--- src/rtl/serial_sum_ctrl.sv ---
// Sequenced operand summer: one shared adder accumulates NUM_OPS masked operands,
// one per clock, and publishes the registered total with a single-cycle done pulse.
module serial_sum_ctrl #(
  parameter int unsigned DATAWIDTH = 8,
  parameter int unsigned SUMWIDTH  = 32,
  parameter int unsigned NUM_OPS   = 16
) (
  input  logic                           clk,
  input  logic                           rst_n,
  input  logic                           start_i,
  input  logic                           abort_i,
  input  logic [NUM_OPS*DATAWIDTH-1:0]   ops_i,
  input  logic [NUM_OPS-1:0]             en_mask_i,
  output logic                           busy_o,
  output logic                           done_o,
  output logic [SUMWIDTH-1:0]            final_o
);

  localparam int unsigned IDXW = (NUM_OPS > 1) ? $clog2(NUM_OPS) : 1;
  localparam logic [IDXW-1:0] LAST_IDX = IDXW'(NUM_OPS - 1);

  typedef enum logic {
    IDLE = 1'b0,
    RUN  = 1'b1
  } state_e;

  state_e                               state_q, state_d;
  logic [NUM_OPS-1:0][DATAWIDTH-1:0]    op_q, op_d;
  logic [NUM_OPS-1:0]                   mask_q, mask_d;
  logic [SUMWIDTH-1:0]                  acc_q, acc_d;
  logic [IDXW-1:0]                      idx_q, idx_d;
  logic                                 done_q, done_d;
  logic [SUMWIDTH-1:0]                  final_q, final_d;
  logic [SUMWIDTH-1:0]                  term_c;
  logic [SUMWIDTH-1:0]                  sum_c;

  // Shared adder: the current operand, zeroed when masked out.
  always_comb begin
    term_c = mask_q[idx_q] ? SUMWIDTH'(op_q[idx_q]) : '0;
    sum_c  = acc_q + term_c;
  end

  // Next-state and datapath control.
  always_comb begin
    state_d = state_q;
    op_d    = op_q;
    mask_d  = mask_q;
    acc_d   = acc_q;
    idx_d   = idx_q;
    done_d  = 1'b0;
    final_d = final_q;

    unique case (state_q)
      IDLE: begin
        if (start_i) begin
          op_d    = ops_i;
          mask_d  = en_mask_i;
          acc_d   = '0;
          idx_d   = '0;
          state_d = RUN;
        end
      end
      RUN: begin
        // Abort wins even on the last index: no add, no result update.
        if (abort_i) begin
          state_d = IDLE;
        end else begin
          acc_d = sum_c;
          idx_d = idx_q + IDXW'(1);
          if (idx_q == LAST_IDX) begin
            final_d = sum_c;
            done_d  = 1'b1;
            state_d = IDLE;
          end
        end
      end
      default: state_d = IDLE;
    endcase
  end

  always_ff @(posedge clk or negedge rst_n) begin
    if (!rst_n) begin
      state_q <= IDLE;
      op_q    <= '0;
      mask_q  <= '0;
      acc_q   <= '0;
      idx_q   <= '0;
      done_q  <= 1'b0;
      final_q <= '0;
    end else begin
      state_q <= state_d;
      op_q    <= op_d;
      mask_q  <= mask_d;
      acc_q   <= acc_d;
      idx_q   <= idx_d;
      done_q  <= done_d;
      final_q <= final_d;
    end
  end

  assign busy_o  = (state_q == RUN);
  assign done_o  = done_q;
  assign final_o = final_q;

endmodule

--- config.mk ---
export PLATFORM = sky130hd
export DESIGN_NAME = serial_sum_ctrl
export DESIGN_NICKNAME = d
export VERILOG_FILES = /design/src/rtl/serial_sum_ctrl.sv
export SDC_FILE = /design/constraint.sdc
export NUM_CORES = 1
export LEC_CHECK = 0
export BUFFER_PORTS_ARGS = -buffer_cell sky130_fd_sc_hd__buf_2
export CORE_UTILIZATION = 45
export CTS_CLUSTER_SIZE = 16
export DETAILED_ROUTE_END_ITERATION = 6
export PLACE_DENSITY_LB_ADDON = 0.2
export SYNTH_ARGS = -nofsm -noshare
export SYNTH_HDL_FRONTEND = slang
export SYNTH_SLANG_ARGS = --single-unit
--- constraint.sdc ---
create_clock -name clk -period 8.2 [get_ports clk]
set_input_delay 2.46 -clock clk [delete_from_list [all_inputs] [get_ports clk]]
set_output_delay 2.46 -clock clk [all_outputs]
set_load 0.01 [all_outputs]
After elaboration in Yosys (flattened, before gate mapping)
Index checks and enable logic that the tools add are counted.
{"block": "word_totals", "ff_bits": 214, "input_bits": 148, "word_cells": 51}
{"block": "op_classes", "n_addsub": 2, "n_lt_le_gt_ge": 1, "eq_ne": 3, "muxes": 18, "bitwise_logic": 2, "n_reduce_logical": 3}
{"operator": "$mux 32", "n": 2}
{"operator": "$pmux 32 s2", "n": 1}
{"operator": "$add 32x8->32", "n": 1}
{"operator": "$bmux 8 s4", "n": 1}
{"operator": "$mux 8", "n": 2}
{"operator": "$mux 4", "n": 2}
{"operator": "$pmux 4 s2", "n": 1}
{"operator": "$mux 1", "n": 7}
{"operator": "$lt 4x5->1 const B", "n": 1}
{"operator": "$add 4x1->4 const B", "n": 1}
{"operator": "$bmux 1 s4", "n": 1}
{"operator": "$eq 4x4->1 const B", "n": 1}
{"operator": "$ne 2x2->1 const B", "n": 2}
{"operator": "$reduce_and 2->1", "n": 2}
{"operator": "$reduce_and 3->1", "n": 1}
{"operator": "$not 1->1", "n": 2}
{"operator": "$pmux 1 s2", "n": 1}

Logic depth before layout (Yosys ltp)
Gate-level depths: netlist (run 1).
{"block": "logic_depth", "depth_word": 6, "depth_mapped": 16, "ltp_nobuf": 11}

Worst setup path after synthesis (run 1)
Ideal clock, no wire load.
{"block": "synth_timing", "kind": "input -> register", "from": "input abort_i", "to": "register final_q[7] (netlist: final_o[7])", "setup_ns": 0.125, "arrival_ns": 3.712, "required_time_ns": 8.075, "setup_slack_ns": 4.363, "path_stages": 6, "n_path_buf": 2, "cell_sequence": "nand2b_1 -> or2_2 -> clkbuf_1 -> inv_2 -> buf_2 -> mux2_2"}
{"block": "synth_via", "elab_chain_cells": 2}
{"element": "start, declared", "line_no": "11", "text": "input logic abort_i,"}
{"element": "$not 1->1 (no line)"}
{"element": "$reduce_and 3->1 (no line)"}
{"element": "end signal, assigned", "line_no": "97", "text": "final_q <= final_d;"}
{"element": "end, declared", "line_no": "33", "text": "logic [SUMWIDTH-1:0] final_q, final_d;"}
Every way passes these cells.
A chain may end at the register's enable or synchronous reset.

Worst setup path after layout (run 1)
{"block": "layout_timing", "from": "register idx_q[2]", "to": "register acc_q[24]"}
{"block": "layout_via", "elab_chain_cells": 6, "word_cells_on_any_way": 8, "cone_classes": "add/sub (1); mux (7)"}
{"element": "start, declared", "line_no": "31", "text": "logic [IDXW-1:0] idx_q, idx_d;"}
{"element": "start signal, assigned", "line_no": "95", "text": "idx_q <= idx_d;"}
{"element": "$bmux 8 s4 / $bmux 1 s4 (equally long branches)", "line_no": "39", "text": "term_c = mask_q[idx_q] ? SUMWIDTH'(op_q[idx_q]) : '0;"}
{"element": "$mux 8 (not written as such) / $mux 1 (equally long branches)", "line_no": "39"}
{"element": "$mux 8 *", "line_no": "39"}
{"element": "$add 32x8->32 *", "line_no": "40", "text": "sum_c = acc_q + term_c;"}
{"element": "$mux 32 *", "line_no": "65", "text": "if (abort_i) begin"}
{"element": "$pmux 32 s2 *", "line_no": "53", "text": "unique case (state_q)"}
{"element": "end signal, assigned", "line_no": "86", "text": "acc_q <= '0;"}
{"element": "end signal, assigned", "line_no": "94", "text": "acc_q <= acc_d;"}
{"element": "end, declared", "line_no": "30", "text": "logic [SUMWIDTH-1:0] acc_q, acc_d;"}
Mark *: on every way between the ends. The rest lies on a longest branch, timed or not. The select of a mux whose other input is x is not followed.

==> results of run 1 <==
==> stage by stage <==
stage	instances	util	hold slack (ns)	total power, mW	setup slack, ns
floorplan	1094	-	0.437	1.87	4.36
global placement	1497	0.510	0.454	2.11	3.37
detailed placement	1497	0.510	0.458	2.12	3.34
CTS	1540	0.546	0.473	3.20	3.33
global route	1540	0.546	0.491	3.34	2.88
finish	1540	0.546	0.469	3.17	3.33
==> placed cells by master, fill, tap and decap left out, types with 4 or more instances in the layout <==
master and count:
sky130_fd_sc_hd__a21o_1 5, sky130_fd_sc_hd__a21oi_1 18, sky130_fd_sc_hd__a221oi_1 14, sky130_fd_sc_hd__a22o_1 9, sky130_fd_sc_hd__a22oi_1 12, sky130_fd_sc_hd__a31oi_1 18, sky130_fd_sc_hd__buf_2 180, sky130_fd_sc_hd__buf_4 9
sky130_fd_sc_hd__clkbuf_1 6, sky130_fd_sc_hd__clkbuf_16 25, sky130_fd_sc_hd__clkbuf_8 8, sky130_fd_sc_hd__dfrtp_1 213, sky130_fd_sc_hd__ha_1 9, sky130_fd_sc_hd__inv_1 16, sky130_fd_sc_hd__mux2_2 6, sky130_fd_sc_hd__mux2i_1 28
sky130_fd_sc_hd__mux4_1 5, sky130_fd_sc_hd__mux4_2 19, sky130_fd_sc_hd__nand2_1 480, sky130_fd_sc_hd__nand3_1 10, sky130_fd_sc_hd__nand4_1 10, sky130_fd_sc_hd__nor2_1 9, sky130_fd_sc_hd__nor3_1 6, sky130_fd_sc_hd__o211ai_1 4
sky130_fd_sc_hd__o21ai_0 54, sky130_fd_sc_hd__or3_1 13, sky130_fd_sc_hd__xnor2_1 14, sky130_fd_sc_hd__xor2_1 13
==> worst min-delay path, cell delays in order (launching register included) <==
cell	delay, ns
sky130_fd_sc_hd__dfrtp_1	0.34
sky130_fd_sc_hd__nand2_1	0.05
sky130_fd_sc_hd__nand2_1	0.05
==> cell families (layout without fill, tap and decap cells) <==
group	Yosys count	after routing	synth area share
muxes	58	58	0.0886
adders and majority gates	10	10	0.0130
and+or+nand+nor	546	546	0.216
xor gates and xnor gates	27	27	0.0231
DFF	214	214	0.523
AOI/OAI and AO/OA	154	154	0.0989
buffers and inverters	85	251	0.0377
==> where the power goes <==
| part | switching [mW] | total (mW) | internal [mW] |
|---|---|---|---|
| clock | 0.421 | 1.07 | 0.651 |
| sequential | 0.119 | 1.35 | 1.23 |
| combinational | 0.438 | 0.754 | 0.317 |
| total | 0.978 | 3.17 | 2.20 |
==> final cells by class <==
type / instances / area, um2 / area share
Timing Repair Buffer: 190 / 982 / 0.0814
Clock buffer: 38 / 744 / 0.0617
Inverter: 18 / 67.6 / 0.00560
Tap cell: 280 / 350 / 0.0290
Clock inverter: 5 / 52.6 / 0.00435
Sequential cell: 214 / 5360 / 0.444
Multi-Input combinational cell: 795 / 4510 / 0.374
==> path summary, 6_finish.rpt <==
kind                                         end  slack, ns  depth (start not counted)
max reg2reg                acc_q[24]$_DFFE_PN0P_       3.33                         10
min                        op_q[100]$_DFFE_PN0P_       0.47                          2
min reg2reg                op_q[100]$_DFFE_PN0P_       0.47                          2
min in group asynchronous  mask_q[1]$_DFFE_PN0P_       2.02                          1
max                        acc_q[24]$_DFFE_PN0P_       3.33                         10
max in group asynchronous   op_q[64]$_DFFE_PN0P_       4.88                          2
==> state kept, by name, summed over array words and instances, names as in the netlist <==
name and flops:
acc_q 32, done_o 1, op_q 128, mask_q 16, busy_o 1, idx_q 4
final_o 32
==> routing by layer <==
layer  global-route usage  wire, um  vias up
li1                     -         -     3974
met1                0.337     12300     3925
met2                0.364     11900      225
met3               0.0329      1280       33
met4               0.0529       409        0
met5                    0         0        -
==> cells in the mapped netlist, types with 2 or more instances <==
master                      instances
sky130_fd_sc_hd__a31oi_1           18
sky130_fd_sc_hd__a22oi_1           12
sky130_fd_sc_hd__clkbuf_1          45
sky130_fd_sc_hd__o2111ai_1          3
sky130_fd_sc_hd__xnor2_1           14
sky130_fd_sc_hd__a21o_1             5
sky130_fd_sc_hd__nand3_1           10
sky130_fd_sc_hd__a221oi_1          14
sky130_fd_sc_hd__mux4_2            19
sky130_fd_sc_hd__buf_1              7
sky130_fd_sc_hd__mux2i_1           28
sky130_fd_sc_hd__inv_1             16
sky130_fd_sc_hd__mux2_2             6
sky130_fd_sc_hd__and2_1             3
sky130_fd_sc_hd__xor2_1            13
sky130_fd_sc_hd__a41oi_1            2
sky130_fd_sc_hd__nor2_1             9
sky130_fd_sc_hd__buf_2              7
sky130_fd_sc_hd__a21oi_1           18
sky130_fd_sc_hd__o21ai_0           54
sky130_fd_sc_hd__and3_1             3
sky130_fd_sc_hd__o31a_1             3
sky130_fd_sc_hd__nand4_1           10
sky130_fd_sc_hd__a211oi_1           2
sky130_fd_sc_hd__o211ai_1           4
sky130_fd_sc_hd__buf_4              3
sky130_fd_sc_hd__dfrtp_1          214
sky130_fd_sc_hd__a22o_1             9
sky130_fd_sc_hd__nor3_1             6
sky130_fd_sc_hd__o211ai_2           2
sky130_fd_sc_hd__mux4_1             5
sky130_fd_sc_hd__nand2b_1           2
sky130_fd_sc_hd__nand2_1          480
sky130_fd_sc_hd__nor2b_1            3
sky130_fd_sc_hd__ha_1               9
sky130_fd_sc_hd__or3_1             13
sky130_fd_sc_hd__buf_6              4
==> out/qor.yml, run 1 <==
run_status:
  outcome: "complete, but fails checks"
  failed_checks: "design-rule violations"
critical_path:
  cp_slowest_cell: "sky130_fd_sc_hd__nor2b_1"
  timing.critical_path.from: "idx_q[2]$_DFFE_PN0P_"
  critical-path-top-cell-by-count: "sky130_fd_sc_hd__o211ai_1"
  crit_path_max_incr_delay_ns: 0.93
  worst_setup_path_start_kind: "register"
  worstPathCellList: "nor2b_1 > a221oi_1 > o21ai_1 > a22oi_1 > ha_1 > o211ai_1 > o211ai_1 > nand4_1 > or3_1 > o21ai_0"
  critical_path_peak_fanout: 14
  worstPathRequired_ns: 8.63
  cp_buf_inv_count: 0
  crit_family: "compound AO/OA/AOI/OAI gates"
  worst-endpoint-arrival_ns: 5.31
  cp-end-kind: "register"
  timing_worst_setup_path_type: "register to register"
  timing.rr.start: "idx_q[2]$_DFFE_PN0P_"
timing:
  finalCritPeriodShare: 0.594
  final_hold_viol_count: 0
  fin_setup_tns_ns: 0
  final-setup-viol-count: 0
  period_minus_slack_ns: 4.87
  timing.slew.headroom: 0.262
  max_slew.worst_pin.slew_ns: 1.10
  fmax_ghz: 0.205
  finalMaxSlewViolations: 0
  finClkSkew_ns: 0.0160
  rsz0062_at_grt: "no"
cts:
  htree_num_levels: 1
  cts.clk_slew.worst_paths_ns: 0.06
  clkLatencyLatePin_ns: 0.52
  clock_tree_from_tritoncts: "yes"
  clock_tree.root_cell: "sky130_fd_sc_hd__clkbuf_16"
  clkSinkCount: 214
  post_cts_resized: 0
  hold_buffers: 0
  number_of_buffers_inserted_to_repair_setup_after_cts: 0
  clockBufferDepth: 3
  cts_made_buffers: 24
drt:
  drt_iter0_markers: 521
  postRouteWirelength_um: 25900
  firstDrtPassIters: 7
  routed_via_density: 5.30
  drc: 3
  route.vias.total: 8157
  route.antenna.remaining_nets: 0
  route.detailed.wl_per_inst_um: 16.8
synthesis:
  synth.yosys.seq_area_share: 0.523
  syn_area_um2: 10200
  synth.largest_area_cell: "sky130_fd_sc_hd__dfrtp_1"
  synth_top_area_frac: 0.523
  yosysWarnings: 0
  synth_top_cells_by_area: "sky130_fd_sc_hd__dfrtp_1 52%, sky130_fd_sc_hd__nand2_1 18%, sky130_fd_sc_hd__mux4_2 4.2%, sky130_fd_sc_hd__mux2i_1 2.7%, sky130_fd_sc_hd__o21ai_0 2.6%"
  yosys_register_bits: 214
  avgSynthCellArea_um2: 9.36
  syn-instance-count: 1094
  synth_edf_count: 0
  post_synth_top_flop: "sky130_fd_sc_hd__dfrtp_1"
  postSynthNetCount: 1252
  async_reset_ff_frac: 1.00
  netlist-cell-type-count: 56
floorplan:
  ioPinCount: 182
  initial_utilization: 0.463
  die_w_um: 153
  floorplan.core_area_um2: 22100
  placementRows: 54
  die_h_um: 153
  fp.dieArea_um2: 23400
power_and_ir_drop:
  p_leak_nw: 6.21
  power_density_nw_per_um2: 263
  worst_ir_drop_vdd_mv: 0.145
finish:
  finished_layout_cell_area_um2: 12100
  share_of_final_layout_standard_cells_stronger_than_drive_strength_1: 0.212
  n_fill_cell: 2045
  finalNetCount: 1401
  area_growth_pct: 17.9
  n_antenna_cell: 0
grt:
  grt_start_max_net_pins: 103
  via_count_of_the_first_global_routing_pass: 8222
  global_route.overflow_total: 0
  grt_pass1_wl_um: 43200
  grt_usage: 0.231
  antenna_found_initial: 0
min_path:
  hp-start: "op_q[100]$_DFFE_PN0P_"
  min-delay-path-class: "register to register"
placement:
  place.port_buffers: 181
  place_congestion: 0.841
  dpl.hpwl_um: 17600
  placedInstanceArea_um2: 11300
flow_run:
  cap_violations: 0
Note: power is estimated with default switching activity, not from simulation.
==> run 2: changes to the inputs <==
Clock period 8.2 ns to 5 ns, I/O delays scaled along.
==> run 2 against run 1 <==
The flow now finishes without violations; die area is the same; wire length rose by 0.52%; final area grew 1.4%; fmax is 8.4% higher; core utilization rose by 0.74 points; cell count is 0.52% higher; sequential power is 64% higher; largest power group unchanged; highest routed layer unchanged; sequential share of layout area shrank 0.60 points.
==> out/qor.yml, run 2 (same netlist as run 1, synthesis figures left out) <==
finish:
  largest_register: "op_q"
  stdcell_count: 1548  # +0.52%
  share_of_final_layout_standard_cells_stronger_than_drive_strength_1: 0.218  # +0.00576
  largest_reg_flops: 128  # unchanged
  finalNetCount: 1408  # +0.50%
  most-common-layout-cells: "480 x sky130_fd_sc_hd__nand2_1, 213 x sky130_fd_sc_hd__dfrtp_1, 180 x sky130_fd_sc_hd__buf_2, 54 x sky130_fd_sc_hd__o21ai_0, 28 x sky130_fd_sc_hd__mux2i_1"
  layout.cells.most_common: "sky130_fd_sc_hd__nand2_1"
  n_antenna_cell: 0  # unchanged
  area_growth_pct: 19.5
  n_fill_cell: 2022  # -1.1%
drt:
  route.detailed.wl_per_inst_um: 16.8  # about the same
  firstDrtPassIters: 7  # unchanged
  route.vias.total: 8225  # +0.83%
  route.antenna.remaining_nets: 0  # unchanged
  postRouteWirelength_um: 26000  # +0.52%
  drc: 0  # -3
  routed_via_density: 5.31  # +0.31%
  drt_iter0_markers: 550  # +5.6%
cts:
  number_of_buffers_inserted_to_repair_setup_after_cts: 0  # unchanged
  clkLatencyLatePin_ns: 0.53  # about the same
  clock_tree.root_cell: "sky130_fd_sc_hd__clkbuf_16"
  clock_tree_from_tritoncts: "yes"
  post_cts_resized: 0  # unchanged
  cts.clk_slew.worst_paths_ns: 0.06  # about the same
  hold_buffers: 0  # unchanged
  clkSinkCount: 214  # unchanged
  clockBufferDepth: 3  # unchanged
  cts_made_buffers: 24  # unchanged
  htree_num_levels: 1  # unchanged
critical_path:
  crit_family: "simple AND/OR/NAND/NOR gates"
  cp-end-kind: "register"
  timing_worst_setup_path_type: "register to register"
  worstPathRequired_ns: 5.42  # -3.21 ns
  worst-endpoint-arrival_ns: 4.92  # -0.39 ns
  critical_path_peak_fanout: 14  # unchanged
  critical-path-top-cell-by-count: "sky130_fd_sc_hd__nand2_1"
  cp_slowest_cell: "sky130_fd_sc_hd__nor2b_1"
  worst_setup_path_start_kind: "register"
  crit_path_max_incr_delay_ns: 0.81  # -0.12 ns
  cp_buf_inv_count: 0  # unchanged
  worstPathCellList: "nor2b_1 > a221oi_1 > o21ai_1 > nand2_1 > and2_1 > ha_1 > nand2_1 > a211oi_2 > nand4_1 > or3_1 > o21ai_0"
grt:
  via_count_of_the_first_global_routing_pass: 8185  # -0.45%
  grt_start_max_net_pins: 130  # +26%
  global_route.overflow_total: 0  # unchanged
  antenna_found_initial: 0  # unchanged
  grt_usage: 0.232  # +0.00101
  grt_pass1_wl_um: 43000  # -0.38%
floorplan:
  placementRows: 54  # unchanged
  die_h_um: 153  # unchanged
  die_w_um: 153  # unchanged
  fp.dieArea_um2: 23400  # unchanged
  initial_utilization: 0.463  # unchanged
  ioPinCount: 182  # unchanged
  floorplan.core_area_um2: 22100  # unchanged
timing:
  finClkSkew_ns: 0.0206  # +0.00455 ns
  finalCritPeriodShare: 0.899  # +0.305
  max_slew.worst_pin.slew_ns: 1.07  # -0.0308 ns
  fmax_ghz: 0.223  # +8.4%
  rsz0062_at_grt: "no"
  fin_setup_tns_ns: 0  # unchanged
  final-setup-viol-count: 0  # unchanged
  finalMaxSlewViolations: 0  # unchanged
  timing.slew.headroom: 0.284  # +0.0220
  period_minus_slack_ns: 4.49  # -0.378 ns
  final_hold_viol_count: 0  # unchanged
min_path:
  min-delay-path-class: "register to register"
placement:
  dpl.hpwl_um: 18200  # +3.5%
  numPlacedInstances: 1504  # +0.47%
  place.port_buffers: 181  # unchanged
  place_congestion: 0.847  # +0.77%
power_and_ir_drop:
  power_density_nw_per_um2: 443  # +68%
  p_leak_nw: 6.29  # +1.3%
  worst_ir_drop_vdd_mv: 0.249  # +71%
run_status:
  outcome: "finished clean"
flow_run:
  cap_violations: 0  # unchanged
==> run 2: cell count changes in the layout (fill, tap and decap cells not counted) <==
cell / previous run / this run
sky130_fd_sc_hd__clkbuf_16: 25 / 24
sky130_fd_sc_hd__clkbuf_8: 8 / 3
sky130_fd_sc_hd__buf_4: 9 / 14
sky130_fd_sc_hd__clkinv_8: 0 / 1
sky130_fd_sc_hd__clkbuf_1: 6 / 5
sky130_fd_sc_hd__buf_12: 0 / 2
sky130_fd_sc_hd__bufinv_16: 1 / 6
sky130_fd_sc_hd__clkinv_4: 0 / 2
==> run 2: worst paths after layout <==
path,slack [ns],endpoint,startpoint,depth (start not counted)
setup / recovery,0.51,acc_q[26]$_DFFE_PN0P_,idx_q[2]$_DFFE_PN0P_,11
hold / removal,0.47,final_o[0]$_DFFE_PN0P_,final_o[0]$_DFFE_PN0P_,2
setup reg to reg,0.51,acc_q[26]$_DFFE_PN0P_,idx_q[2]$_DFFE_PN0P_,11
hold reg to reg,0.47,final_o[0]$_DFFE_PN0P_,final_o[0]$_DFFE_PN0P_,2
max in group asynchronous,2.78,op_q[57]$_DFFE_PN0P_,rst_n,2
min in group asynchronous,1.14,mask_q[0]$_DFFE_PN0P_,rst_n,1
==> run 2: layout make-up <==
cell class | count | area [um2] | share of cell area
clock buffers | 31 | 647 | 0.0529
well taps | 280 | 350 | 0.0286
multi-input cells | 795 | 4510 | 0.369
repair buffers | 197 | 1060 | 0.0866
clock inverters | 13 | 236 | 0.0193
inverters | 18 | 67.6 | 0.00552
flip-flops and latches | 214 | 5360 | 0.438
==> run 2: report_power, final <==
group	switching, mW	internal [mW]	leakage [nW]	total [mW]
clock	0.717	1.23	0.428	1.95
sequential	0.192	2.01	2.74	2.21
combinational	0.733	0.533	3.12	1.27
==> run 2: metrics by stage <==
| stage | utilization | instance area (um2) | hold WS, ns | setup slack (ns) | total power [mW] |
|---|---|---|---|---|---|
| floorplan | - | 10200 | 0.437 | 1.66 | 3.07 |
| global placement | 0.514 | 11300 | 0.451 | 0.840 | 3.47 |
| detailed placement | 0.514 | 11300 | 0.454 | 0.671 | 3.50 |
| CTS | 0.554 | 12200 | 0.474 | 0.580 | 5.47 |
| global route | 0.554 | 12200 | 0.490 | 0.0447 | 5.69 |
| finish | 0.554 | 12200 | 0.470 | 0.506 | 5.42 |
==> run 2: tightest hold or removal path: cells and delay by family, from the launching register on <==
family / cells / cell delay, ns
DFF: 1 / 0.34
and+or+nand+nor: 2 / 0.10
==> run 2: metal layers <==
metal,GRT usage,wire length [um]
met1,0.333,12000
met2,0.362,11900
met3,0.0371,1510
met4,0.0702,675
met5,0,0
